<file path="src/rtl/rh_qlpi_pwr_ctrl.sv">
// Q-channel power controller: stops NDEV devices in ascending order, wakes them
// in descending order, and rolls back already-stopped devices on a denial.
//
// state       | meaning
// ------------+-------------------------------------------------------------
// ST_STOPPED  | every device accepted quiescence; QREQn all low
// ST_EXIT     | releasing device idx, waiting for its QACCEPTn to rise
// ST_RUN      | all devices running; waiting for a power-down request
// ST_REQUEST  | QREQn of device idx low, waiting for accept or deny
// ST_DENIED   | device idx denied; held for one cycle before releasing
// ST_CONTINUE | QREQn of device idx released, waiting for QDENY to drop
module rh_qlpi_pwr_ctrl #(
  parameter int NDEV    = 4,
  parameter int TIMEOUT = 255
) (
  input  logic                                      clk,
  input  logic                                      resetn,
  input  logic                                      pwr_down_req,
  output logic [NDEV-1:0]                           qreqn_o,
  input  logic [NDEV-1:0]                           qacceptn_i,
  input  logic [NDEV-1:0]                           qdeny_i,
  input  logic [NDEV-1:0]                           qactive_i,
  output logic [2:0]                                pwr_state_o,
  output logic [((NDEV > 1) ? $clog2(NDEV) : 1)-1:0] cur_dev_o,
  output logic                                      done_o,
  output logic                                      deny_o,
  output logic                                      timeout_o,
  output logic                                      err_o
);

  localparam int IW = (NDEV > 1) ? $clog2(NDEV) : 1;
  localparam int CW = (TIMEOUT > 0) ? $clog2(TIMEOUT + 1) : 1;
  localparam logic [IW-1:0] LAST = IW'(NDEV - 1);
  localparam logic [CW-1:0] TMAX = CW'(TIMEOUT);

  // Encodings match the lpi state ordinals so pwr_state_o is the state register.
  typedef enum logic [2:0] {
    ST_STOPPED  = 3'd0,
    ST_EXIT     = 3'd1,
    ST_RUN      = 3'd2,
    ST_REQUEST  = 3'd3,
    ST_DENIED   = 3'd4,
    ST_CONTINUE = 3'd5
  } state_e;

  state_e            state_q, state_d;
  logic [NDEV-1:0]   qreqn_q, qreqn_d;
  logic [IW-1:0]     idx_q, idx_d;
  logic [CW-1:0]     cnt_q, cnt_d;
  logic              done_q, done_d;
  logic              deny_q, deny_d;
  logic              timeout_q, timeout_d;
  logic              err_q, err_d;

  logic              acc_n;
  logic              dny;
  logic [IW-1:0]     idx_nxt;
  logic [IW-1:0]     idx_prv;

  assign acc_n   = qacceptn_i[idx_q];
  assign dny     = qdeny_i[idx_q];
  assign idx_nxt = idx_q + IW'(1);
  assign idx_prv = idx_q - IW'(1);

  always_comb begin
    state_d   = state_q;
    qreqn_d   = qreqn_q;
    idx_d     = idx_q;
    cnt_d     = cnt_q;
    done_d    = 1'b0;
    deny_d    = 1'b0;
    timeout_d = timeout_q;
    err_d     = err_q;

    case (state_q)
      ST_RUN: begin
        if (pwr_down_req && (qactive_i == '0)) begin
          idx_d      = '0;
          qreqn_d[0] = 1'b0;
          cnt_d      = '0;
          timeout_d  = 1'b0;
          state_d    = ST_REQUEST;
        end
      end

      ST_REQUEST: begin
        // Timeout is only a flag; the handshake keeps waiting regardless.
        if ((TIMEOUT != 0) && (cnt_q != TMAX)) begin
          cnt_d = cnt_q + CW'(1);
          if (cnt_d == TMAX) timeout_d = 1'b1;
        end
        if (dny) begin
          deny_d  = 1'b1;
          state_d = ST_DENIED;
          if (!acc_n) err_d = 1'b1;
        end else if (!acc_n) begin
          if (idx_q == LAST) begin
            done_d  = 1'b1;
            state_d = ST_STOPPED;
          end else begin
            idx_d            = idx_nxt;
            qreqn_d[idx_nxt] = 1'b0;
            cnt_d            = '0;
          end
        end
      end

      ST_DENIED: begin
        qreqn_d[idx_q] = 1'b1;
        state_d        = ST_CONTINUE;
      end

      ST_CONTINUE: begin
        if (acc_n) err_d = 1'b1;
        if (!dny) begin
          if (idx_q == '0) begin
            state_d = ST_RUN;
          end else begin
            idx_d            = idx_prv;
            qreqn_d[idx_prv] = 1'b1;
            state_d          = ST_EXIT;
          end
        end
      end

      ST_STOPPED: begin
        if (!pwr_down_req || (qactive_i != '0)) begin
          idx_d         = LAST;
          qreqn_d[LAST] = 1'b1;
          state_d       = ST_EXIT;
        end
      end

      ST_EXIT: begin
        if (dny) err_d = 1'b1;
        if (acc_n) begin
          if (idx_q == '0) begin
            done_d  = 1'b1;
            state_d = ST_RUN;
          end else begin
            idx_d            = idx_prv;
            qreqn_d[idx_prv] = 1'b1;
          end
        end
      end

      default: state_d = ST_RUN;
    endcase
  end

  always_ff @(posedge clk) begin
    if (!resetn) begin
      state_q   <= ST_RUN;
      qreqn_q   <= '1;
      idx_q     <= '0;
      cnt_q     <= '0;
      done_q    <= 1'b0;
      deny_q    <= 1'b0;
      timeout_q <= 1'b0;
      err_q     <= 1'b0;
    end else begin
      state_q   <= state_d;
      qreqn_q   <= qreqn_d;
      idx_q     <= idx_d;
      cnt_q     <= cnt_d;
      done_q    <= done_d;
      deny_q    <= deny_d;
      timeout_q <= timeout_d;
      err_q     <= err_d;
    end
  end

  assign qreqn_o     = qreqn_q;
  assign pwr_state_o = state_q;
  assign cur_dev_o   = idx_q;
  assign done_o      = done_q;
  assign deny_o      = deny_q;
  assign timeout_o   = timeout_q;
  assign err_o       = err_q;

endmodule

</file>
<file path="config.mk">
export PLATFORM = sky130hd
export DESIGN_NAME = rh_qlpi_pwr_ctrl
export DESIGN_NICKNAME = d
export VERILOG_FILES = /design/src/rtl/rh_qlpi_pwr_ctrl.sv
export SDC_FILE = /design/constraint.sdc
export NUM_CORES = 1
export LEC_CHECK = 0
export ABC_CLOCK_PERIOD_IN_PS = 3000
export BUFFER_PORTS_ARGS = -buffer_cell sky130_fd_sc_hd__buf_4
export CAP_MARGIN = 10
export CORE_MARGIN = 2
export CORE_UTILIZATION = 55
export CTS_CLUSTER_SIZE = 10
export DETAILED_ROUTE_END_ITERATION = 10
export GPL_TIMING_DRIVEN = 1
export PLACE_DENSITY = 0.82
export SLEW_MARGIN = 20
export SYNTH_ARGS = -nofsm -noshare
export SYNTH_HDL_FRONTEND = slang
export SYNTH_SLANG_ARGS = --single-unit
</file>
<file path="constraint.sdc">
create_clock -name clk -period 3 [get_ports clk]
set_clock_uncertainty 0.15 [all_clocks]
set_input_delay 0.15 -clock clk [delete_from_list [all_inputs] [get_ports clk]]
set_output_delay 0.15 -clock clk [all_outputs]
set_load 0.01 [all_outputs]
</file>
After elaboration in Yosys (flattened, before gate mapping) --
Index checks and enable logic that the tools add are counted.
Word-level totals: bits in registers 21, input port bits 15, logic and storage cells 132
Cells by class: add/subtract/negate cells 3, magnitude comparators 6, eq/ne operators 23, muxes and demuxes 61, bitwise operators 4, reductions and logical operators 25
Operator list (count):
- 2-to-1 mux 8 bit | 5
- != test 2 bit, second input constant | 13
- 2-to-1 mux 3 bit | 8
- 2-to-1 mux 4 bit | 6
- AND reduction 7 bit | 3
- 2-to-1 mux 1 bit | 19
- 2-to-1 mux 2 bit | 9
- one-hot mux 3 bit (6 select lines) | 1
- one-hot mux 8 bit (2 select lines) | 1
- nonzero test 5 bit | 3
- one-hot mux 1 bit (5 select lines) | 2
- one-hot mux 2 bit (5 select lines) | 1
- < comparator 2 x 3 -> 1 bit, second input constant | 3
- adder 8 x 1 -> 8 bit, second input constant | 1
- equality test 8 bit, second input constant | 1
- != test 8 bit, second input constant | 1
- bitwise OR 4 bit | 2
- one-hot mux 2 bit (4 select lines) | 1
- AND reduction 8 bit | 1
- nonzero test 4 bit | 2
- demux 1 bit (select 2 bit) | 3
- equality test 3 x 2 -> 1 bit, second input constant | 2
- equality test 3 bit, second input constant | 2
- >= comparator 2 x 1 -> 1 bit, second input constant | 3
- other kinds (22) | 29

Longest topological paths before layout --
Gate-level depths: netlist of run 1.
word-level depth 11, mapped depth 10, mapped depth without buffers 8

Worst setup path before layout of run 1 --
Ideal clock, no wire load.
path type reg-to-reg, start point reg idx_q[0], in the netlist cur_dev_o[0], end point reg qreqn_q[3], in the netlist qreqn_o[3], setup time 0.122 ns, data arrival time 2.009 ns, data required time 2.728 ns, setup slack 0.720 ns, stages on the path, launching flop included 10, path buffers 1, cell sequence dfxtp_1 inv_2 ha_1 clkbuf_1 nor2b_1 a31oi_1 o22ai_1 a2bb2oi_1 nand4_1 a221o_1
Between the ends: cells in the longest elaborated chain, start to end 11, elaborated cells on any way between the ends 40, classes of those cells add/sub: 2; order compare: 6; eq/ne: 6; mux: 17; bitwise: 4; reduce/logical: 5
Ends and longest elaborated chain:
- from (decl) | RTL line 48 | logic [IW-1:0] idx_q, idx_d;
- from (signal assigned) | RTL line 164 | idx_q <= idx_d;
- adder 2 x 1 -> 2 bit | RTL line 62 | assign idx_nxt = idx_q + IW'(1);
- < comparator 2 x 3 -> 1 bit (not written as such) or >= comparator 2 x 1 -> 1 bit (tied branches) | RTL line 102 | qreqn_d[idx_nxt] = 1'b0;
- logical AND 1 bit (not written as such) | RTL line 102
- 2-to-1 mux 1 bit (not written as such) | RTL line 102
- demux 1 bit (select 2 bit) | RTL line 102
- NOT 4 bit (no line)
- AND 4 bit (no line)
- 2-to-1 mux 4 bit | RTL line 97 | if (idx_q == LAST) begin
- 2-to-1 mux 4 bit | RTL line 96 | end else if (!acc_n) begin
- 2-to-1 mux 4 bit | RTL line 92 | if (dny) begin
- one-hot mux 1 bit (5 select lines) | RTL line 75 | case (state_q)
- to (signal assigned) | RTL line 163 | qreqn_q <= qreqn_d;
- to (decl) | RTL line 47 | logic [NDEV-1:0] qreqn_q, qreqn_d;
Several ways; a longest one is shown, not always the timed one. The select of a mux whose other input is x is not followed. A chain may end at the register's enable or synchronous reset.

Worst setup path in the final report of run 1 --
start point reg idx_q[1], in the netlist cur_dev_o[1], end point reg qreqn_q[3], in the netlist qreqn_o[3]
Same word-level chain as after synthesis.

==> results.md, run 1 <==
* Outcome: completed
* Clock insertion delay at the later pin of the skew report at 310 ps
* Clock period minus worst slack at 2430 ps
* Die ar. at 0.00332 mm^2
* Drt via density at about 6.2
* Global-route wire length before repair at between 6000 and 7000 um
* Crit path required time at between 3000 and 4000 ps
* Die X-Extent at 57.6 um
* Arr. time, crit path at about 2500 ps
* Post-synthesis instance total at 210
* Total negative slack at 0 ps
* Async set-reset flop share out of synthesis at 0
* Number of routed nets with antenna violations at 0
* Post-Synthesis Mean Instance Area at 7.54 um^2
* Cell area reported after detailed placement at 0.00180 mm^2
* Most used flip-flop cell after synthesis: sky130_fd_sc_hd__dfxtp_1
* Max Fclk at about 410 MHz
* Number of violations of the max-capacitance limit at 0
* Clock Root Buffer: sky130_fd_sc_hd__clkbuf_4
* Height of the die at about 58 um
* Highest ir drop seen on vdd at around 0.60 mV
* Worst reg2reg startpoint: cur_dev_o[1]
* Power per cell area at around 800 mW/mm^2
* Number of H-tree levels at 1
* Pin count of the biggest net entering global routing at 24
* Unrepaired setup endpoints after global routing: no
* First-pass DRT Iterations at 5
* 1st-iter DRT viols at 88
* Hold Path End: err_o
* Crit share post-route at 0.811
* Residual DRC count at 0
* Post-synthesis net count at approximately 230
* Actual slew at the worst max-slew pin at 744 ps
* Effective utilization at floorplan at 0.579
* Top fanout value on the critical path at 9
* Post-DP HPWL at about 2800 um
* Floorplan Core Area at around 0.0027 mm^2
* Routed via count at between 1500 and 2000
* Number of library cell types mapped by synthesis at 51
* Combined global-route utilization of all metal layers at 0.238
* Final hold vios at 0
* Final routed wirelength across all metal layers at 3840 um
* CP Launch Type: flip-flop
* Hold depth at 6
* Kind of path behind the tightest hold check: in -> reg
* Post-synthesis to final-layout area growth at 16.0%
* Register-to-register setup slack at 570 ps
* Worst-case headroom to the max-slew limit at 0.503
* Row cnt at 19
* Syn. warnings at 0
* Share of layout cells above drive strength 1 at 0.179
* Clock-pin slew on the worst setup and hold paths at roughly 130 ps
* Worst Reg2Reg Path Length in Cells at 8
* Post-layout net count at around 260
* Antenna violations before repair at 0
* TritonCTS clock tree: done
* Via count of the first global-routing pass at approximately 1300
* Port-buffer cells at 27
* Avg WL per Cell at approximately 14 um
* Worst Hold Launch: qacceptn_i[3]
* Clock net sink count at 21
* Cells resized by post-CTS repair at 0
* Remaining Overflow, GRT at 0
* Synth Cell Area at about 0.0016 mm^2
* Worst-case clock buffer depth at 2
* Number of endpoints failing setup at the final stage at 0
* Leakage at ~0.7 nW
* Category of the worst setup path capture point: flip-flop
* Boundary pin count at 28
* Critical Setup Path Class: reg -> reg
* Register area share after synthesis at 0.266
* Number of enable flip-flop cells after synthesis at 0
* Routability cong. at about 0.9
* Number of pins with negative max-slew slack in the final report at 0
* Post-route design area at between 0.0015 and 0.002 mm^2
* Critical R2R Capture: qreqn_o[3]
* Antenna diode count at 0
* Flop and latch count out of synthesis at 21
* TritonCTS Buffers at 3
-- routing by layer --
metal	part of all wire	vias up	GRT usage	wire length (um)
met5	0	-	0	0
met4	0.012	0	0.0797	48
met3	0.080	10	0.0424	308
met2	0.41	87	0.317	1590
met1	0.49	737	0.381	1890
li1	-	815	-	-
-- Yosys cell counts, types with 4 or more instances --
library cell,n,area share
sky130_fd_sc_hd__a21oi_1,13,0.041
sky130_fd_sc_hd__a31oi_1,4,0.016
sky130_fd_sc_hd__clkbuf_1,8,0.019
sky130_fd_sc_hd__dfxtp_1,21,0.27
sky130_fd_sc_hd__ha_1,6,0.047
sky130_fd_sc_hd__inv_1,6,0.014
sky130_fd_sc_hd__mux2i_1,4,0.025
sky130_fd_sc_hd__nand2_1,17,0.040
sky130_fd_sc_hd__nand2b_1,5,0.020
sky130_fd_sc_hd__nand3_1,6,0.019
sky130_fd_sc_hd__nand4_1,5,0.020
sky130_fd_sc_hd__nor2_1,32,0.076
sky130_fd_sc_hd__nor3_1,5,0.016
sky130_fd_sc_hd__o21ai_0,17,0.054
sky130_fd_sc_hd__xnor2_1,5,0.028
-- cell type report --
class	count	area, um^2
Clock buffer	4	26.3
Fill cell	247	898
Inverter	8	30.0
Multi-Input combinational cell	169	1080
Sequential cell	21	420
Tap cell	31	38.8
Timing Repair Buffer	32	243
-- worst max-delay path: stages (launching register included) --
cell,delay (ps)
sky130_fd_sc_hd__dfxtp_1,580
sky130_fd_sc_hd__inv_1,150
sky130_fd_sc_hd__ha_1,320
sky130_fd_sc_hd__nor2b_1,180
sky130_fd_sc_hd__a31oi_1,90
sky130_fd_sc_hd__o22ai_1,160
sky130_fd_sc_hd__a2bb2oi_1,240
sky130_fd_sc_hd__nand4_1,120
sky130_fd_sc_hd__a221o_1,350
-- per-stage QoR --
step / power [W] / utilization / hold slack, ps / setup WS (ps) / std cells
floorplan: 0.00104 / - / 206 / 720 / 210
global placement: 0.00127 / 0.658 / 271 / 664 / 260
detailed placement: 0.00127 / 0.658 / 265 / 613 / 260
CTS: 0.00141 / 0.671 / 274 / 583 / 265
global route: 0.00153 / 0.671 / 296 / 416 / 265
finish: 0.00143 / 0.671 / 271 / 568 / 265
-- state kept, by name, indices dropped and copies added, names as in the netlist --
register / cells
cnt_q: 8
cur_dev_o: 2
deny_o: 1
done_o: 1
err_o: 1
pwr_state_o: 3
qreqn_o: 4
timeout_o: 1
-- repair_timing --
item / CTS / global route
buffers inserted: 0 / 0
hold buffers: 1 / 0
hold endpoints to repair: 3 / 0
-- how the worst max path moves through the flow --
stage	startpoint	to	slack, ps	cells past startpoint
floorplan	cur_dev_o[0]	qreqn_o[3]	720	9
global placement	cur_dev_o[1]	qreqn_o[3]	660	8
detailed placement	cur_dev_o[1]	qreqn_o[3]	610	8
CTS	cur_dev_o[1]	qreqn_o[3]	580	8
global route	cur_dev_o[1]	qreqn_o[3]	420	8
finish	cur_dev_o[1]	qreqn_o[3]	570	8
-- kinds of logic after synthesis --
group	count (synthesis)	synth area share
muxes	9	0.0767
and+or+nand+nor	86	0.262
DFF	21	0.266
xor gates and xnor gates	5	0.0277
AOI/OAI and AO/OA	63	0.266
buffers and inverters	20	0.0537
adders and majority gates	6	0.0474
-- report_power, final --
| part | total [W] | switching, W | internal (W) |
|---|---|---|---|
| Sequential | 0.000415 | 0.0000847 | 0.000330 |
| Combinational | 0.000870 | 0.000497 | 0.000373 |
| Clock | 0.000146 | 0.0000945 | 0.0000519 |
-- cells in the final DEF, fill, tap and decap left out, types with 4 or more instances in the layout --
cell type	instances
sky130_fd_sc_hd__a21oi_1	13
sky130_fd_sc_hd__a31oi_1	4
sky130_fd_sc_hd__buf_4	31
sky130_fd_sc_hd__dfxtp_1	21
sky130_fd_sc_hd__ha_1	6
sky130_fd_sc_hd__inv_1	6
sky130_fd_sc_hd__mux2i_1	4
sky130_fd_sc_hd__nand2_1	17
sky130_fd_sc_hd__nand2b_1	5
sky130_fd_sc_hd__nand3_1	6
sky130_fd_sc_hd__nand4_1	5
sky130_fd_sc_hd__nor2_1	32
sky130_fd_sc_hd__nor3_1	5
sky130_fd_sc_hd__o21ai_0	17
sky130_fd_sc_hd__xnor2_1	5
Note: power is estimated with default switching activity, not from simulation.
==> inputs of run 2 (changes only) <==
--- a/config.mk
+++ b/config.mk
@@ -5,15 +5,15 @@
 export SDC_FILE = /design/constraint.sdc
 export NUM_CORES = 1
 export LEC_CHECK = 0
-export ABC_CLOCK_PERIOD_IN_PS = 3000
+export ABC_CLOCK_PERIOD_IN_PS = 2000
 export BUFFER_PORTS_ARGS = -buffer_cell sky130_fd_sc_hd__buf_4
 export CAP_MARGIN = 10
 export CORE_MARGIN = 2
-export CORE_UTILIZATION = 55
+export CORE_UTILIZATION = 50
 export CTS_CLUSTER_SIZE = 10
 export DETAILED_ROUTE_END_ITERATION = 10
 export GPL_TIMING_DRIVEN = 1
-export PLACE_DENSITY = 0.82
+export PLACE_DENSITY = 0.78
 export SLEW_MARGIN = 20
 export SYNTH_ARGS = -nofsm -noshare
 export SYNTH_HDL_FRONTEND = slang
==> constraint.sdc (replaced) <==
create_clock -name clk -period 2 [get_ports clk]
set_clock_uncertainty 0.15 [all_clocks]
set_input_delay 0.1 -clock clk [delete_from_list [all_inputs] [get_ports clk]]
set_output_delay 0.1 -clock clk [all_outputs]
set_load 0.01 [all_outputs]
==> results.md, run 2 (synthesis results as in run 1) <==
* Worst-case headroom to the max-slew limit at 0.635 (+0.132)
* Number of endpoints failing setup at the final stage at 4 (+4)
* Antenna diode count at 0 (unchanged)
* Kind of path behind the tightest hold check: in -> reg
* First-pass DRT Iterations at 4 (-1)
* Number of routed nets with antenna violations at 0 (unchanged)
* Boundary pin count at 28 (unchanged)
* Outcome: finished with violations
* CP Launch Type: flip-flop
* TritonCTS clock tree: done
* TritonCTS Buffers at 3 (unchanged)
* Clock net sink count at 21 (unchanged)
* Critical R2R Capture: qreqn_o[0]
* Clock-pin slew on the worst setup and hold paths at 130 ps (about the same)
* GRT met2 Usage at 0.374 (+0.0577)
* Routability cong. at 0.942 (+1.5%)
* CP endpoint: qreqn_o[0]
* Top fanout value on the critical path at 5 (-4)
* Port-buffer cells at 27 (unchanged)
* Post-synthesis to final-layout area growth at 34.2%
* Clock insertion delay at the later pin of the skew report at 320 ps (about the same)
* Largest register by flop count: cnt_q
* Leakage at 0.830 nW (+20%)
* Global-route wire length before repair at 7040 um (+12%)
* Worst reg2reg startpoint: cur_dev_o[1]
* Residual DRC count at 0 (unchanged)
* Worst Hold Launch: pwr_down_req
* Post-layout net count at 280 (+9.4%)
* Worst setup startpoint: cur_dev_o[1]
* Crit share post-route at 1.03 (+0.220)
* Top library cells by usage in the layout, fill and taps aside: sky130_fd_sc_hd__buf_4 (52), sky130_fd_sc_hd__nor2_1 (30), sky130_fd_sc_hd__dfxtp_1 (19)
* Pin count of the biggest net entering global routing at 18 (-25%)
* Post-DP HPWL at 3190 um (+15%)
* Violations in the final reports: negative setup slack
* Die ar. at 0.00363 mm^2 (+9.3%)
* Grt met1 use at 0.374 (-0.00779)
* Most frequent standard cell in the layout excluding fill and tap cells: sky130_fd_sc_hd__buf_4
* Critical Setup Path Class: reg -> reg
* Row cnt at 20 (+1)
* Category of the worst setup path capture point: flip-flop
* Remaining Overflow, GRT at 0 (unchanged)
* Highest ir drop seen on vdd at 0.779 mV (+30%)
* Worst path setup slack after routing at -61.8 ps (-630 ps)
* Antenna violations before repair at 0 (unchanged)
* Max Fclk at 485 MHz (+18%)
* Number of H-tree levels at 1 (unchanged)
* Height of the die at 60.3 um (+4.5%)
* Final hold vios at 0 (unchanged)
* Final routed wirelength across all metal layers at 4350 um (+13%)
* Clock Root Buffer: sky130_fd_sc_hd__clkbuf_4
* Share of layout cells above drive strength 1 at 0.326 (+0.146)
* Worst-case clock buffer depth at 2 (unchanged)
* Final worst hold slack at 259 ps (-12.1 ps)
* Combined global-route utilization of all metal layers at 0.254 (+0.0153)
* 1st-iter DRT viols at 106 (+20%)
* Via count of the first global-routing pass at 1534 (+14%)
* GR Layer Usage met3 at 0.0368 (-0.00561)
* Clock period minus worst slack at 2060 ps (-370 ps)
* Floorplan Core Area at 0.00303 mm^2 (+11%)
* Actual slew at the worst max-slew pin at 545 ps (-199 ps)
* Number of violations of the max-capacitance limit at 0 (unchanged)
* Power per cell area at 1220 mW/mm^2 (+57%)
* Drt via density at 5.91 (-5.0%)
* Worst setup slack after placement at -21.7 ps (-635 ps)
* Worst Reg2Reg Path Length in Cells at 7 (-1)
* Number of pins with negative max-slew slack in the final report at 0 (unchanged)
* Arr. time, crit path at 2140 ps (-360 ps)
* Die X-Extent at 60.3 um (+4.5%)
* Effective utilization at floorplan at 0.523 (-0.0562)
* Unrepaired setup endpoints after global routing: yes
* Register-to-register setup slack at -60 ps (-630 ps)
* Cell area reported after detailed placement at 0.00202 mm^2 (+12%)
* Post-route design area at 0.00212 mm^2 (+16%)
* Crit path required time at 2080 ps (-990 ps)
* Routed via count at 1786 (+8.3%)
* Highest-utilization routing layer at the global route stage: met2
* Avg WL per Cell at 14.4 um (-0.55%)
* Flip-flop count of the largest register, all copies and words added at 8 (unchanged)
## run 2: how the worst min path moves through the flow
stage,slack (ps),endpoint,depth (start not counted)
3_5_place_dp,230,qreqn_o[2],2
4_1_cts,240,cur_dev_o[1],5
2_1_floorplan,160,cnt_q[7],2
6_report,260,cur_dev_o[0],6
5_1_grt,290,cur_dev_o[0],6
3_3_place_gp,220,qreqn_o[2],2
## run 2: metal layers
metal,vias to the layer above,share of wire
met1,826,0.44
met4,0,0.018
met5,-,0
li1,868,-
met2,83,0.46
met3,9,0.080
## run 2: through the flow
stage | setup TNS, ps | utilization | power, W | std cells
2_1_floorplan | -228 | - | 0.00160 | 210
3_3_place_gp | 0 | 0.667 | 0.00218 | 297
3_5_place_dp | -29.1 | 0.667 | 0.00220 | 297
4_1_cts | -11.7 | 0.686 | 0.00245 | 302
5_1_grt | -612 | 0.702 | 0.00277 | 302
6_report | -141 | 0.702 | 0.00260 | 302
## run 2: power by group
part	switching [W]	internal, W
registers	0.0000891	0.000504
logic	0.000947	0.000834
clock network	0.000146	0.0000782
total	0.00118	0.00142
## run 2: area by class of cell
class                           instances  area (um^2)
Timing Repair Buffer                   56          443
Fill cell                             257          903
Clock buffer                            4         26.3
Inverter                                8         30.0
Multi-Input combinational cell        169         1140
Sequential cell                        21          428
Tap cell                               44         55.1
## run 2: timing repair
action / in CTS / in global routing
setup buffers: 0 / 0
endpoints found under the setup margin: 5 / 17
resized for setup: 7 / 16
pin swaps: 1 / 4
hold endpoints to repair: 6 / 0
hold buffers: 1 / 0
## run 2: worst max-delay path, stage by stage, from the launching register on
cell                        delay [ps]
sky130_fd_sc_hd__dfxtp_4           400
sky130_fd_sc_hd__mux2_4            320
sky130_fd_sc_hd__mux2_4            300
sky130_fd_sc_hd__buf_6             130
sky130_fd_sc_hd__a21oi_2           130
sky130_fd_sc_hd__o21a_1            220
sky130_fd_sc_hd__a2111oi_1          70
sky130_fd_sc_hd__o31a_1            250
==> inputs of run 3 (changes only) <==
--- a/config.mk
+++ b/config.mk
@@ -9,11 +9,12 @@
 export BUFFER_PORTS_ARGS = -buffer_cell sky130_fd_sc_hd__buf_4
 export CAP_MARGIN = 10
 export CORE_MARGIN = 2
-export CORE_UTILIZATION = 50
+export CORE_UTILIZATION = 37
 export CTS_CLUSTER_SIZE = 10
 export DETAILED_ROUTE_END_ITERATION = 10
+export GPL_ROUTABILITY_DRIVEN = 1
 export GPL_TIMING_DRIVEN = 1
-export PLACE_DENSITY = 0.78
+export PLACE_DENSITY = 0.62
 export SLEW_MARGIN = 20
 export SYNTH_ARGS = -nofsm -noshare
 export SYNTH_HDL_FRONTEND = slang
==> results.md, run 3 (synthesis results as in run 1) <==
* Highest ir drop seen on vdd at 0.374 mV (-52%)
* Die X-Extent at 69.4 um (+15%)
* Clock-pin slew on the worst setup and hold paths at 70 ps (-60 ps)
* Clock period minus worst slack at 2040 ps (-19.2 ps)
* Slowest stage cell on the critical path: sky130_fd_sc_hd__dfxtp_4
* Cell Count Post-Placement at 309 (+4.0%)
* Final cell count without fillers at 314 (+4.0%)
* Share of layout cells above drive strength 1 at 0.333 (+0.00775)
* Number of endpoints failing setup at the final stage at 3 (-1)
* Clock net sink count at 21 (unchanged)
* Leakage at 0.860 nW (+3.7%)
* Number of post-CTS setup repair buffers at 0 (unchanged)
* Kind of path behind the tightest hold check: reg -> reg
* Worst-case headroom to the max-slew limit at 0.669 (+0.0339)
* Finished Core Util at 0.541 (-0.161)
* First-pass DRT Iterations at 4 (unchanged)
* DRT met1 WL at 2090 um (+9.9%)
* Category of the worst setup path capture point: flip-flop
* Post-route design area at 0.00219 mm^2 (+3.3%)
* Post-synthesis to final-layout area growth at 38.7%
* Most frequent standard cell in the layout excluding fill and tap cells: sky130_fd_sc_hd__buf_4
* Height of the die at 69.4 um (+15%)
* Largest register by flop count: cnt_q
* Routed via count at 1734 (-2.9%)
* Outcome: finished with violations
* Met3 Wirelength at 213 um (-39%)
* Power per cell area at 1230 mW/mm^2 (+0.32%)
* Floorplan Core Area at 0.00406 mm^2 (+34%)
* Avg WL per Cell at 15.0 um (+3.8%)
* Cell area reported after detailed placement at 0.00206 mm^2 (+2.0%)
* Cell Chain, Critical Path: mux2_4 > mux2_4 > o31ai_4 > nand4_1 > a221o_1
* Antenna violations before repair at 0 (unchanged)
* Port-buffer cells at 27 (unchanged)
* Worst path setup slack after routing at -42.5 ps (+19.2 ps)
* CP Launch Type: flip-flop
* Crit path required time at 2010 ps (-70 ps)
* Combined global-route utilization of all metal layers at 0.199 (-0.0543)
* Clock Root Buffer: sky130_fd_sc_hd__clkbuf_8
* Number of pins with negative max-slew slack in the final report at 0 (unchanged)
* Final hold vios at 0 (unchanged)
* Pin count of the biggest net entering global routing at 21 (+3)
* Final routed wirelength across all metal layers at 4700 um (+8.0%)
* Row cnt at 23 (+15%)
* Antenna diode count at 0 (unchanged)
* Actual slew at the worst max-slew pin at 494 ps (-50.6 ps)
* Routed wl met2 at 2330 um (+15%)
* Number of violations of the max-capacitance limit at 0 (unchanged)
* Via count of the first global-routing pass at 1701 (+11%)
* Die ar. at 0.00482 mm^2 (+33%)
* Residual DRC count at 0 (unchanged)
* Drt via density at 5.52 (-6.6%)
* Arr. time, crit path at 2050 ps (-90 ps)
* PnR Total Power at 0.00269 W (+3.6%)
* Boundary pin count at 28 (unchanged)
* Slowest Stage Delay on Critical Path at 380 ps (-20 ps)
* Crit share post-route at 1.02 (-0.00962)
* 1st-iter DRT viols at 89 (-16%)
* Post-DP HPWL at 3460 um (+8.5%)
* Number of routed nets with antenna violations at 0 (unchanged)
* Unrepaired setup endpoints after global routing: yes
* Violations in the final reports: negative setup slack
* Routability cong. at 0.866 (-8.1%)
* Final worst hold slack at 334 ps (+75.2 ps)
* Top fanout value on the critical path at 5 (unchanged)
* Register-to-register setup slack at -40 ps (+20 ps)
* Post-layout net count at 286 (+2.1%)
* Highest metal used: met4
* TritonCTS Buffers at 3 (unchanged)
* Top library cells by usage in the layout, fill and taps aside: sky130_fd_sc_hd__buf_4 (59), sky130_fd_sc_hd__nor2_1 (31), sky130_fd_sc_hd__dfxtp_1 (19)
* Worst-case clock buffer depth at 2 (unchanged)
* Flip-flop count of the largest register, all copies and words added at 8 (unchanged)
* Remaining Overflow, GRT at 0 (unchanged)
* Effective utilization at floorplan at 0.390 (-0.133)
* Number of H-tree levels at 1 (unchanged)
* Global-route wire length before repair at 7880 um (+12%)
* Max Fclk at 490 MHz (+0.94%)
* Critical Setup Path Class: reg -> reg
* TritonCTS clock tree: done
* Clock insertion delay at the later pin of the skew report at 260 ps (-60 ps)
* Cell mode on critical path: sky130_fd_sc_hd__mux2_4
run 3: timing repair:
| item | CTS | global route |
|---|---|---|
| hold buffers | 1 | 0 |
| pin swaps | 2 | 11 |
| hold endpoints to repair | 2 | 0 |
| resized for setup | 5 | 17 |
| endpoints found under the setup margin | 6 | 17 |
run 3: final cells by class:
class	count	area, um^2
fill	392	1860
multi-input combinational	169	1150
timing repair buffer	62	475
sequential	21	428
tap	50	62.6
clock buffer	4	45.0
inverter	8	30.0
run 3: per-layer routing:
layer  up-vias  GRT usage
li1        879          -
met1       792      0.255
met2        54      0.344
met3         9     0.0262
met4         0     0.0654
met5         -          0
run 3: stage by stage:
stage	setup WS, ps	TNS [ps]
3_5_place_dp	-14.0	-14.0
4_1_cts	-17.2	-32.4
5_1_grt	-95.0	-787
3_3_place_gp	-13.1	-16.2
2_1_floorplan	-107	-228
6_report	-42.5	-63.9
run 3: path summary, 6_finish.rpt:
| check | startpoint | to | depth (start not counted) |
|---|---|---|---|
| setup reg to reg | cur_dev_o[1] | qreqn_o[3] | 5 |
| hold reg to reg | err_o | err_o | 2 |
| setup / recovery | cur_dev_o[1] | qreqn_o[3] | 5 |
| hold / removal | err_o | err_o | 2 |
run 3: worst max-delay path: cells and delay by family, from the launching register on:
family | cells | cell delay [ps]
compound gates | 2 | 630
simple gates | 1 | 150
mux | 2 | 630
flops | 1 | 380
run 3: power by group:
part	internal [W]	switching, W	total (W)
clock network	0.000142	0.000142	0.000284
registers	0.000504	0.0000753	0.000580
logic	0.000857	0.000972	0.00183
total	0.00150	0.00119	0.00269
